## config.mk

```make
export PLATFORM = sky130hd
export DESIGN_NAME = pipe_stall_ctrl_flat
export DESIGN_NICKNAME = d
export VERILOG_FILES = /design/src/rtl/pipe_stall_ctrl_pkg.sv /design/src/rtl/pipe_stall_ctrl_if.sv /design/src/rtl/pipe_stall_ctrl_mc_seq.sv /design/src/rtl/pipe_stall_ctrl.sv /design/src/flat_wrapper.sv
export SDC_FILE = /design/constraint.sdc
export NUM_CORES = 1
export LEC_CHECK = 0
export ABC_AREA = 1
export CAP_MARGIN = 20
export CELL_PAD_IN_SITES_DETAIL_PLACEMENT = 1
export CELL_PAD_IN_SITES_GLOBAL_PLACEMENT = 2
export CORE_MARGIN = 3
export CORE_UTILIZATION = 20
export DETAILED_ROUTE_END_ITERATION = 16
export GPL_TIMING_DRIVEN = 0
export PLACE_DENSITY = 0.89
export SLEW_MARGIN = 30
export SYNTH_ARGS = -nofsm -noshare
export SYNTH_HDL_FRONTEND = slang
export SYNTH_SLANG_ARGS = --single-unit
```

## constraint.sdc

```tcl
create_clock -name clk -period 2.5 [get_ports clk]
set_input_delay 0.375 -clock clk [delete_from_list [all_inputs] [get_ports clk]]
set_output_delay 0.375 -clock clk [all_outputs]
set_load 0.1 [all_outputs]
```

## src/rtl/pipe_stall_ctrl_pkg.sv

```systemverilog
// ============================================================================
// pipe_stall_ctrl_pkg : stall codes, stage bit indices and sequencer states
// Revision: 1.0
// ============================================================================
`default_nettype none

package pipe_stall_ctrl_pkg;

  localparam int unsigned STAGES = 6;

  localparam int unsigned STG_PC  = 0;
  localparam int unsigned STG_IF  = 1;
  localparam int unsigned STG_ID  = 2;
  localparam int unsigned STG_EX  = 3;
  localparam int unsigned STG_MEM = 4;
  localparam int unsigned STG_WB  = 5;

  localparam logic STOP    = 1'b1;
  localparam logic NO_STOP = 1'b0;

  localparam logic [STAGES-1:0] STALL_NONE = 6'b000000;
  localparam logic [STAGES-1:0] STALL_IF   = 6'b000011;
  localparam logic [STAGES-1:0] STALL_ID   = 6'b000111;
  localparam logic [STAGES-1:0] STALL_EX   = 6'b001111;

  typedef enum logic [0:0] {
    ST_IDLE = 1'b0,
    ST_BUSY = 1'b1
  } mc_state_t;

  // A cycle count of 0 means 1, so only counts of 2 or more occupy EX beyond the start cycle.
  function automatic logic mc_multi(input logic [2:0] cycles);
    return (cycles >= 3'd2);
  endfunction

endpackage

`default_nettype wire

```

## src/rtl/pipe_stall_ctrl_if.sv

```systemverilog
// ============================================================================
// pipe_stall_ctrl_if : stall request / stall vector bundle (STALL_PERF_EN adds counters)
// Revision: 1.0
// ============================================================================
`default_nettype none

interface pipe_stall_ctrl_if;
  logic        stallreq_from_if;
  logic        stallreq_from_id;
  logic        stallreq_from_ex;
  logic        mc_start;
  logic [2:0]  mc_cycles;
  logic        flush;
  logic [5:0]  stall;
  logic        mc_busy;
  logic        mc_done;
`ifdef STALL_PERF_EN
  logic [31:0] perf_stall_cycles;
  logic [15:0] perf_mc_ops;
`endif

  modport master (
    output stallreq_from_if, stallreq_from_id, stallreq_from_ex,
    output mc_start, mc_cycles, flush,
`ifdef STALL_PERF_EN
    input  perf_stall_cycles, perf_mc_ops,
`endif
    input  stall, mc_busy, mc_done
  );

  modport slave (
    input  stallreq_from_if, stallreq_from_id, stallreq_from_ex,
    input  mc_start, mc_cycles, flush,
`ifdef STALL_PERF_EN
    output perf_stall_cycles, perf_mc_ops,
`endif
    output stall, mc_busy, mc_done
  );
endinterface

`default_nettype wire

```

## src/rtl/pipe_stall_ctrl_mc_seq.sv

```systemverilog
// ============================================================================
// mc_seq : multi-cycle EX op sequencer (IDLE/BUSY with occupancy down-counter)
// Revision: 1.0
// ============================================================================
`default_nettype none

module mc_seq
  import pipe_stall_ctrl_pkg::*;
(
  input  wire logic       clk,
  input  wire logic       rst,
  input  wire logic       i_mc_start,
  input  wire logic [2:0] i_mc_cycles,
  input  wire logic       i_flush,
  output logic            o_busy,
  output logic            o_done
);

  mc_state_t  r_state;
  mc_state_t  w_state_nxt;
  logic [2:0] r_cnt;
  logic [2:0] w_cnt_nxt;
  logic       w_done;

  always_ff @(posedge clk or negedge rst) begin
    if (!rst) begin
      r_state <= ST_IDLE;
      r_cnt   <= 3'd0;
    end else begin
      r_state <= w_state_nxt;
      r_cnt   <= w_cnt_nxt;
    end
  end

  always_comb begin
    w_state_nxt = r_state;
    w_cnt_nxt   = r_cnt;
    w_done      = 1'b0;
    case (r_state)
      ST_IDLE: begin
        w_cnt_nxt = 3'd0;
        if (!i_flush && i_mc_start) begin
          if (mc_multi(i_mc_cycles)) begin
            w_state_nxt = ST_BUSY;
            w_cnt_nxt   = i_mc_cycles - 3'd1;
          end else begin
            w_done = 1'b1;
          end
        end
      end
      ST_BUSY: begin
        // i_mc_start is deliberately not looked at here: a running op is never reloaded.
        if (i_flush) begin
          w_state_nxt = ST_IDLE;
          w_cnt_nxt   = 3'd0;
        end else if (r_cnt <= 3'd1) begin
          w_done      = 1'b1;
          w_state_nxt = ST_IDLE;
          w_cnt_nxt   = 3'd0;
        end else begin
          w_cnt_nxt = r_cnt - 3'd1;
        end
      end
      default: begin
        w_state_nxt = ST_IDLE;
        w_cnt_nxt   = 3'd0;
      end
    endcase
  end

  assign o_busy = (r_state == ST_BUSY);
  assign o_done = w_done & rst;

endmodule

`default_nettype wire

```

## src/rtl/pipe_stall_ctrl.sv

```systemverilog
// ============================================================================
// pipe_stall_ctrl : pipeline stall priority mux; STALL_PERF_EN adds perf counters
// Revision: 1.0
// ============================================================================
`default_nettype none

module pipe_stall_ctrl
  import pipe_stall_ctrl_pkg::*;
(
  input  wire logic         clk,
  input  wire logic         rst,
  pipe_stall_ctrl_if.slave  bus
);

  logic              w_busy;
  logic              w_done;
  logic              w_ex_hold;
  logic [STAGES-1:0] w_stall;

  mc_seq u_mc_seq (
    .clk         (clk),
    .rst         (rst),
    .i_mc_start  (bus.mc_start),
    .i_mc_cycles (bus.mc_cycles),
    .i_flush     (bus.flush),
    .o_busy      (w_busy),
    .o_done      (w_done)
  );

  // A single-cycle op finishes in its start cycle and must not hold the pipe.
  assign w_ex_hold = bus.stallreq_from_ex | w_busy |
                     (bus.mc_start & mc_multi(bus.mc_cycles));

  always_comb begin
    w_stall = STALL_NONE;
    if (!rst || bus.flush) begin
      w_stall = STALL_NONE;
    end else if (w_ex_hold) begin
      w_stall = STALL_EX;
    end else if (bus.stallreq_from_id) begin
      w_stall = STALL_ID;
    end else if (bus.stallreq_from_if) begin
      w_stall = STALL_IF;
    end
  end

  assign bus.stall   = w_stall;
  assign bus.mc_busy = w_busy;
  assign bus.mc_done = w_done;

`ifdef STALL_PERF_EN
  logic [31:0] r_perf_stall;
  logic [15:0] r_perf_mc;

  always_ff @(posedge clk or negedge rst) begin
    if (!rst) begin
      r_perf_stall <= 32'd0;
      r_perf_mc    <= 16'd0;
    end else begin
      // Every non-NONE stall code holds the PC, so bit 0 alone marks a stalled cycle.
      if ((w_stall[STG_PC] == STOP) && (r_perf_stall != 32'hFFFF_FFFF)) begin
        r_perf_stall <= r_perf_stall + 32'd1;
      end
      if (w_done && (r_perf_mc != 16'hFFFF)) begin
        r_perf_mc <= r_perf_mc + 16'd1;
      end
    end
  end

  assign bus.perf_stall_cycles = r_perf_stall;
  assign bus.perf_mc_ops       = r_perf_mc;
`endif

endmodule

`default_nettype wire

```

## src/flat_wrapper.sv

```systemverilog
// flat-port wrapper written by rule: the top's interface ports become plain ports
module pipe_stall_ctrl_flat import pipe_stall_ctrl_pkg::*;
  (clk, rst, bus_stallreq_from_if, bus_stallreq_from_id, bus_stallreq_from_ex, bus_mc_start, bus_mc_cycles, bus_flush, bus_stall, bus_mc_busy, bus_mc_done);
  pipe_stall_ctrl_if bus_i ();
  input  wire logic clk;
  input  wire logic rst;
  input wire logic [$bits(bus_i.stallreq_from_if)-1:0] bus_stallreq_from_if;
  input wire logic [$bits(bus_i.stallreq_from_id)-1:0] bus_stallreq_from_id;
  input wire logic [$bits(bus_i.stallreq_from_ex)-1:0] bus_stallreq_from_ex;
  input wire logic [$bits(bus_i.mc_start)-1:0] bus_mc_start;
  input wire logic [$bits(bus_i.mc_cycles)-1:0] bus_mc_cycles;
  input wire logic [$bits(bus_i.flush)-1:0] bus_flush;
  output wire logic [$bits(bus_i.stall)-1:0] bus_stall;
  output wire logic [$bits(bus_i.mc_busy)-1:0] bus_mc_busy;
  output wire logic [$bits(bus_i.mc_done)-1:0] bus_mc_done;
  assign bus_i.stallreq_from_if = bus_stallreq_from_if;
  assign bus_i.stallreq_from_id = bus_stallreq_from_id;
  assign bus_i.stallreq_from_ex = bus_stallreq_from_ex;
  assign bus_i.mc_start = bus_mc_start;
  assign bus_i.mc_cycles = bus_mc_cycles;
  assign bus_i.flush = bus_flush;
  assign bus_stall = bus_i.stall;
  assign bus_mc_busy = bus_i.mc_busy;
  assign bus_mc_done = bus_i.mc_done;
  pipe_stall_ctrl u_core (.clk(clk), .rst(rst), .bus(bus_i));
endmodule
```

==> out/results.txt, run 1 <==
Status - finished clean
Peak supply drop - 0.167 mV
GR Overflow Total - 0
Initial antenna violation count - 0
Synth Register Bits - 4
RSZ-0062 raised after global routing - false
Vias in the first global route - 370
First-pass GRT wire length - 1.52 mm
Max clock buf depth - 2
Starting DRT DRC Count - 1
PwrDens - 480 nW/um^2
Clock transition at path regs - 40 ps
Post-synth EDFFs - 0
Count of cell types in the netlist - 18
Register area - 101 um^2
Post-synth ARST share - 100%
FF-to-FF End - u_core.u_mc_seq.r_cnt[1]
Nets - 90
Synth Flop Type - dfrtp_1
Multi-input logic area - 230 um^2
Critical Path Fanout Max - 3
Ys Warns - 0
Worst reg-to-reg setup slack - 1380 ps
Top Ports - 18
Crit path time final - 2320 ps
Synth area leader - dfrtp_1
Final Hold Viols - 0
Chip height - 49.6 um
Final Instance Area - 601 um^2
Vias after detailed routing - 382
Rows - 15
Root buf cell - clkbuf_4
Final HPWL DP - 804 um
Syn avg cell area - 6.79 um^2
Antenna Cells - 0
Die W - 49.6 um
Gpl congestion - 0.651
Avg WL per Cell - 8.99 um
Max Freq - 0.431 GHz
DRC viols - 0
DR pass1 iterations - 2
Worst clock skew - 8.81 ps
Maximum Capacitance Violations - 0
Post-synth top area share - 26.3%
Post-layout util - 34.0%
# clock sinks - 4
Leakage Power - 0.000314 uW
DR vias/cell - 3.78
Wirelength, routed - 908 um
Cell area after synthesis - 380 um^2
HP Class - in2async
Core Area - 1760 um^2
Max-slew violations - 0
Share of cells above drive strength 1 - 25.0%
Reg2reg start - u_core.u_mc_seq.r_cnt[1]
Worst setup EP type - output pin
Critical path type - in2out
Final Cycle Share - 92.9%
Setup Fix Bufs, Post-CTS - 0
Synth area leaders - dfrtp_1 26%, nand2_1 13%, inv_1 11%, ha_1 9.9%, nand3_1 6.6%
H-tree levels - 1
Hold buffers post-CTS - 0
Clock tree from TritonCTS - built
Pin count of the biggest net entering global routing - 8
Register-to-Register Path Depth - 6
Area growth syn-to-layout - 57.9%
Die ar. - 2460 um^2
Total GRT Usage - 8.00%
Cells after Synth - 56
Post-DP Area - 581 um^2
Slew HR - 35.4%
Filler cells - 234
Post-synthesis sequential area ratio - 26.3%
CTS buffer count - 3
Worst-margin pin slew - 965 ps
Buffers on Ports - 15
Nature of the critical path startpoint - input pin
Worst skew pair latency - 240 ps
Final Setup Violations - 0
Initial Util - 21.6%
Worst Path Required - 2120 ps
DRT antenna net count - 0
Crit path arrival time - 1950 ps
Setup TNS - 0 ps
[layout by cell type (no fill, tap or decap)]
master / n
clkbuf_1: 1
inv_1: 11
nand2_1: 13
o21bai_1: 1
a31oi_2: 1
a21oi_2: 2
nand3b_1: 1
clkdlybuf4s50_1: 10
conb_1: 2
dfrtp_2: 1
nand2_2: 1
ha_1: 3
nor2_4: 1
or2_0: 1
nand3_1: 5
clkdlybuf4s15_2: 3
nor2_1: 4
xor2_1: 2
dfrtp_1: 3
clkbuf_4: 3
nand3_2: 1
clkbuf_2: 1
buf_2: 1
inv_2: 1
buf_4: 3
[registers in the layout (all words and copies together) (netlist names)]
| signal | flops |
|---|---|
| u_core.u_mc_seq.r_cnt | 3 |
| u_core.u_mc_seq.o_busy | 1 |
[area by class of cell]
class                   instances  share of cell area [%]
plain buffers                   3                    3.75
clock buffers                   4                    4.38
inverters                      12                    7.50
multi-input cells              38                    38.3
flip-flops and latches          4                    16.9
well taps                      25                    5.21
repair buffers                 15                    24.0
[synth_stat cells, types with 2 or more instances]
cell / count
nand2_1: 13
inv_1: 11
nand3_1: 5
dfrtp_1: 4
nor2_1: 4
buf_4: 3
ha_1: 3
a21oi_1: 2
xor2_1: 2
[how the worst max path moves through the flow]
stage,startpoint,to,slack (ps),cells after the start
after floorplan,u_core.u_mc_seq.o_busy,bus_stall[1],80,5
after global placement,bus_mc_cycles[2],bus_stall[1],-470,9
after detailed placement,bus_mc_cycles[2],bus_stall[1],-490,9
after CTS,rst,bus_stall[3],10,4
after global routing,bus_mc_cycles[2],bus_stall[0],60,8
final,bus_mc_cycles[2],bus_stall[0],180,8
[cells by family after synthesis]
kind of cell | count (synthesis) | share of synthesized area (%)
flip-flops | 4 | 26.3
other | 1 | 0.986
AO/OA/AOI/OAI | 4 | 6.25
AND/OR/NAND/NOR | 27 | 34.2
XOR/XNOR | 2 | 4.61
adder cells (fa/ha/maj) | 3 | 9.87
buffers and inverters | 15 | 17.8
[through the flow]
step                power [uW]  instances  hold WS (ps)  worst slack, ps
floorplan                  167         57          79.4             78.2
global placement           202         97           574             -473
detailed placement         204         97           575             -492
CTS                        295        101           379             10.5
global route               308        101           389             56.0
finish                     288        101           379              178
[repair_timing]
action | 4_1_cts | 5_1_grt
gates cloned | 0 | 0
endpoints found under the setup margin | 5 | 2
gates resized for setup | 14 | 3
[worst max-delay path: stages]
cell and delay, ps:
clkdlybuf4s50_1 540, inv_2 50, nand2_2 80, nand2_1 110, nand3_1 90, nand3_1 70
inv_1 80, clkdlybuf4s15_2 560
[metal layers]
metal	part of all wire (%)	track usage, %	up-vias
li1	-	-	205
met1	45	10.1	168
met2	50	12.6	7
met3	2.3	0	2
met4	2.3	6.91	0
met5	0	0	-
[power breakdown]
part | internal [uW] | leakage (uW) | switching, uW
logic | 37.0 | 0.000247 | 89.5
clock network | 60.0 | 0.0000150 | 28.8
registers | 69.5 | 0.0000526 | 3.58
Power figures use the tool's default switching activity.
==> run 2: changes to the inputs <==
Settings changed: CORE_UTILIZATION 20 to 19, PLACE_DENSITY 0.89 to 0.85.
Clock period 2.5 ns to 2.23 ns, I/O delays scaled along.
==> run 2 against run 1 <==
Flip-flop and latch count did not move. Clock power up 16%. Power up 15%. Core utilization rose by 0.61 points. Sequential power is 12% higher. Clock skew up 0.57 ps. Sequential share of layout area is 0.64 points lower. Cell area rose by 4.0%. Die area up 4.6%. Global-route usage increased by 1.1 points. Largest power group unchanged. Highest routed layer unchanged.
==> out/results.txt, run 2 (synthesized netlist as in run 1, its figures left out) <==
Status - finished clean
HP Class - in2async
Filler cells - 244 (+4.3%)
Max Freq - 0.471 GHz
Die ar. - 2570 um^2 (+4.6%)
RSZ-0062 raised after global routing - false
Slowest-stage cell, CP - clkdlybuf4s50_1
Pin count of the biggest net entering global routing - 8 (unchanged)
Top Ports - 18 (unchanged)
Starting DRT DRC Count - 6 (+5)
Nature of the critical path startpoint - flip-flop
Avg WL per Cell - 9.23 um (+2.6%)
Post-CTS Resized - 18 (+4)
Final Cycle Share - 95.2%
Post-layout util - 34.7% (+0.61 points)
DRT antenna net count - 0 (unchanged)
Placed cell count - 97 (unchanged)
Top reg by flops - u_core.u_mc_seq.r_cnt
Crit-path cells - clkdlybuf4s50_1
Crit path buffers/inverters - 1 (-3)
Worst Path Required - 1900 ps (-220 ps)
Vias after detailed routing - 390 (+2.1%)
Critical Path Fanout Max - 4 (+1)
Post-DP Area - 599 um^2 (+3.2%)
Setup Fix Bufs, Post-CTS - 0 (unchanged)
Initial antenna violation count - 0 (unchanged)
Antenna Cells - 0 (unchanged)
Largest register FFs - 3 (unchanged)
Leakage Power - 0.000316 uW (+0.60%)
Clock tree from TritonCTS - built
Critical path type - reg2out
Worst skew pair latency - 250 ps (about the same)
Delay of the slowest cell on the worst path - 1140 ps (+580 ps)
Core Area - 1800 um^2 (+2.1%)
Most common cell after layout, fill and taps aside - nand2_1
Maximum Capacitance Violations - 0 (unchanged)
DRC viols - 0 (unchanged)
PwrDens - 532 nW/um^2 (+11%)
Vias in the first global route - 413 (+12%)
Die W - 50.7 um (+2.3%)
Nets - 90 (unchanged)
Chip height - 50.7 um (+2.3%)
Final Setup Violations - 0 (unchanged)
GR Overflow Total - 0 (unchanged)
Final Hold Viols - 0 (unchanged)
Share of cells above drive strength 1 - 27.6% (+2.6 points)
Rows - 15 (unchanged)
Area growth syn-to-layout - 64.1%
Worst-margin pin slew - 966 ps (+0.855 ps)
CTS buffer count - 3 (unchanged)
Delay-heaviest family, CP - buffers and inverters
Multi-input logic area - 233 um^2 (+1.1%)
DR vias/cell - 3.86 (+2.1%)
First-pass GRT wire length - 1.64 mm (+7.7%)
Total Power - 332 uW (+15%)
Slew HR - 35.4% (-0.057 points)
Hold buffers post-CTS - 0 (unchanged)
Worst clock skew - 9.38 ps (+0.565 ps)
Register-to-Register Path Depth - 6 (unchanged)
Max clock buf depth - 2 (unchanged)
Gpl congestion - 0.716 (+9.9%)
Hold_ws - 334 ps (-44.9 ps)
Final std cells w/o fill - 101 (unchanged)
Most frequent cells in the layout - 13 x nand2_1, 10 x inv_1, 10 x clkdlybuf4s50_1
# clock sinks - 4 (unchanged)
Final HPWL DP - 773 um (-3.8%)
Worst setup EP type - output pin
Critical Path Stages - 1 (-7)
Wirelength, routed - 932 um (+2.6%)
Final Instance Area - 624 um^2 (+4.0%)
Buffers on Ports - 15 (unchanged)
Peak supply drop - 0.223 mV (+34%)
H-tree levels - 1 (unchanged)
Crit path time final - 2120 ps
Register area - 101 um^2 (unchanged)
DR pass1 iterations - 4 (+2)
Clock transition at path regs - 40 ps (about the same)
Total GRT Usage - 9.06% (+1.1 points)
Root buf cell - clkbuf_4
Max-slew violations - 0 (unchanged)
Crit path arrival time - 1790 ps (-160 ps)
Initial Util - 21.1% (-0.45 points)
## run 2: cell count changes in the layout (fill, tap and decap cells not counted)
cell             change
clkbuf_2             -1
buf_12               +2
nor2_2               +1
clkbuf_4             +1
buf_2                +1
clkdlybuf4s15_2      -2
inv_1                -1
buf_4                -1
nor2_1               -1
clkinvlp_4           +1
## run 2: metrics by stage
stage | TNS (ps) | worst slack [ps]
3_5_place_dp | -2960 | -751
4_1_cts | 0 | 24.3
5_1_grt | 0 | 14.9
2_1_floorplan | 0 | 57.0
3_3_place_gp | -2890 | -729
6_report | 0 | 106
## run 2: worst paths after layout
kind / slack [ps] / start / endpoint
max: 110 / u_core.u_mc_seq.o_busy / bus_mc_busy
max in group asynchronous: 1660 / rst / u_core.u_mc_seq.o_busy
min reg2reg: 580 / u_core.u_mc_seq.r_cnt[2] / u_core.u_mc_seq.r_cnt[2]
max reg2reg: 1120 / u_core.u_mc_seq.r_cnt[1] / u_core.u_mc_seq.r_cnt[1]
min: 330 / rst / u_core.u_mc_seq.r_cnt[2]
min in group clk: 580 / u_core.u_mc_seq.r_cnt[2] / u_core.u_mc_seq.r_cnt[2]
## run 2: cell type report
class	count	share of cell area, %
clock buffer	4	4.21
buffer	3	5.61
tap	25	5.01
timing repair buffer	15	23.8
inverter	12	7.82
multi-input combinational	38	37.3
sequential	4	16.2
## run 2: power by group
part | switching, uW | leakage (uW) | total, uW | internal, uW
Clock | 35.2 | 0.0000150 | 103 | 67.5
Combinational | 101 | 0.000249 | 148 | 46.6
Sequential | 3.96 | 0.0000526 | 81.9 | 77.9
## run 2: routing by layer
metal,share of wire [%],global-route usage (%),up-vias
met1,40,8.38,169
li1,-,-,204
met4,2.5,10.8,0
met2,51,14.8,15
met3,7.0,2.37,2
met5,0,0,-
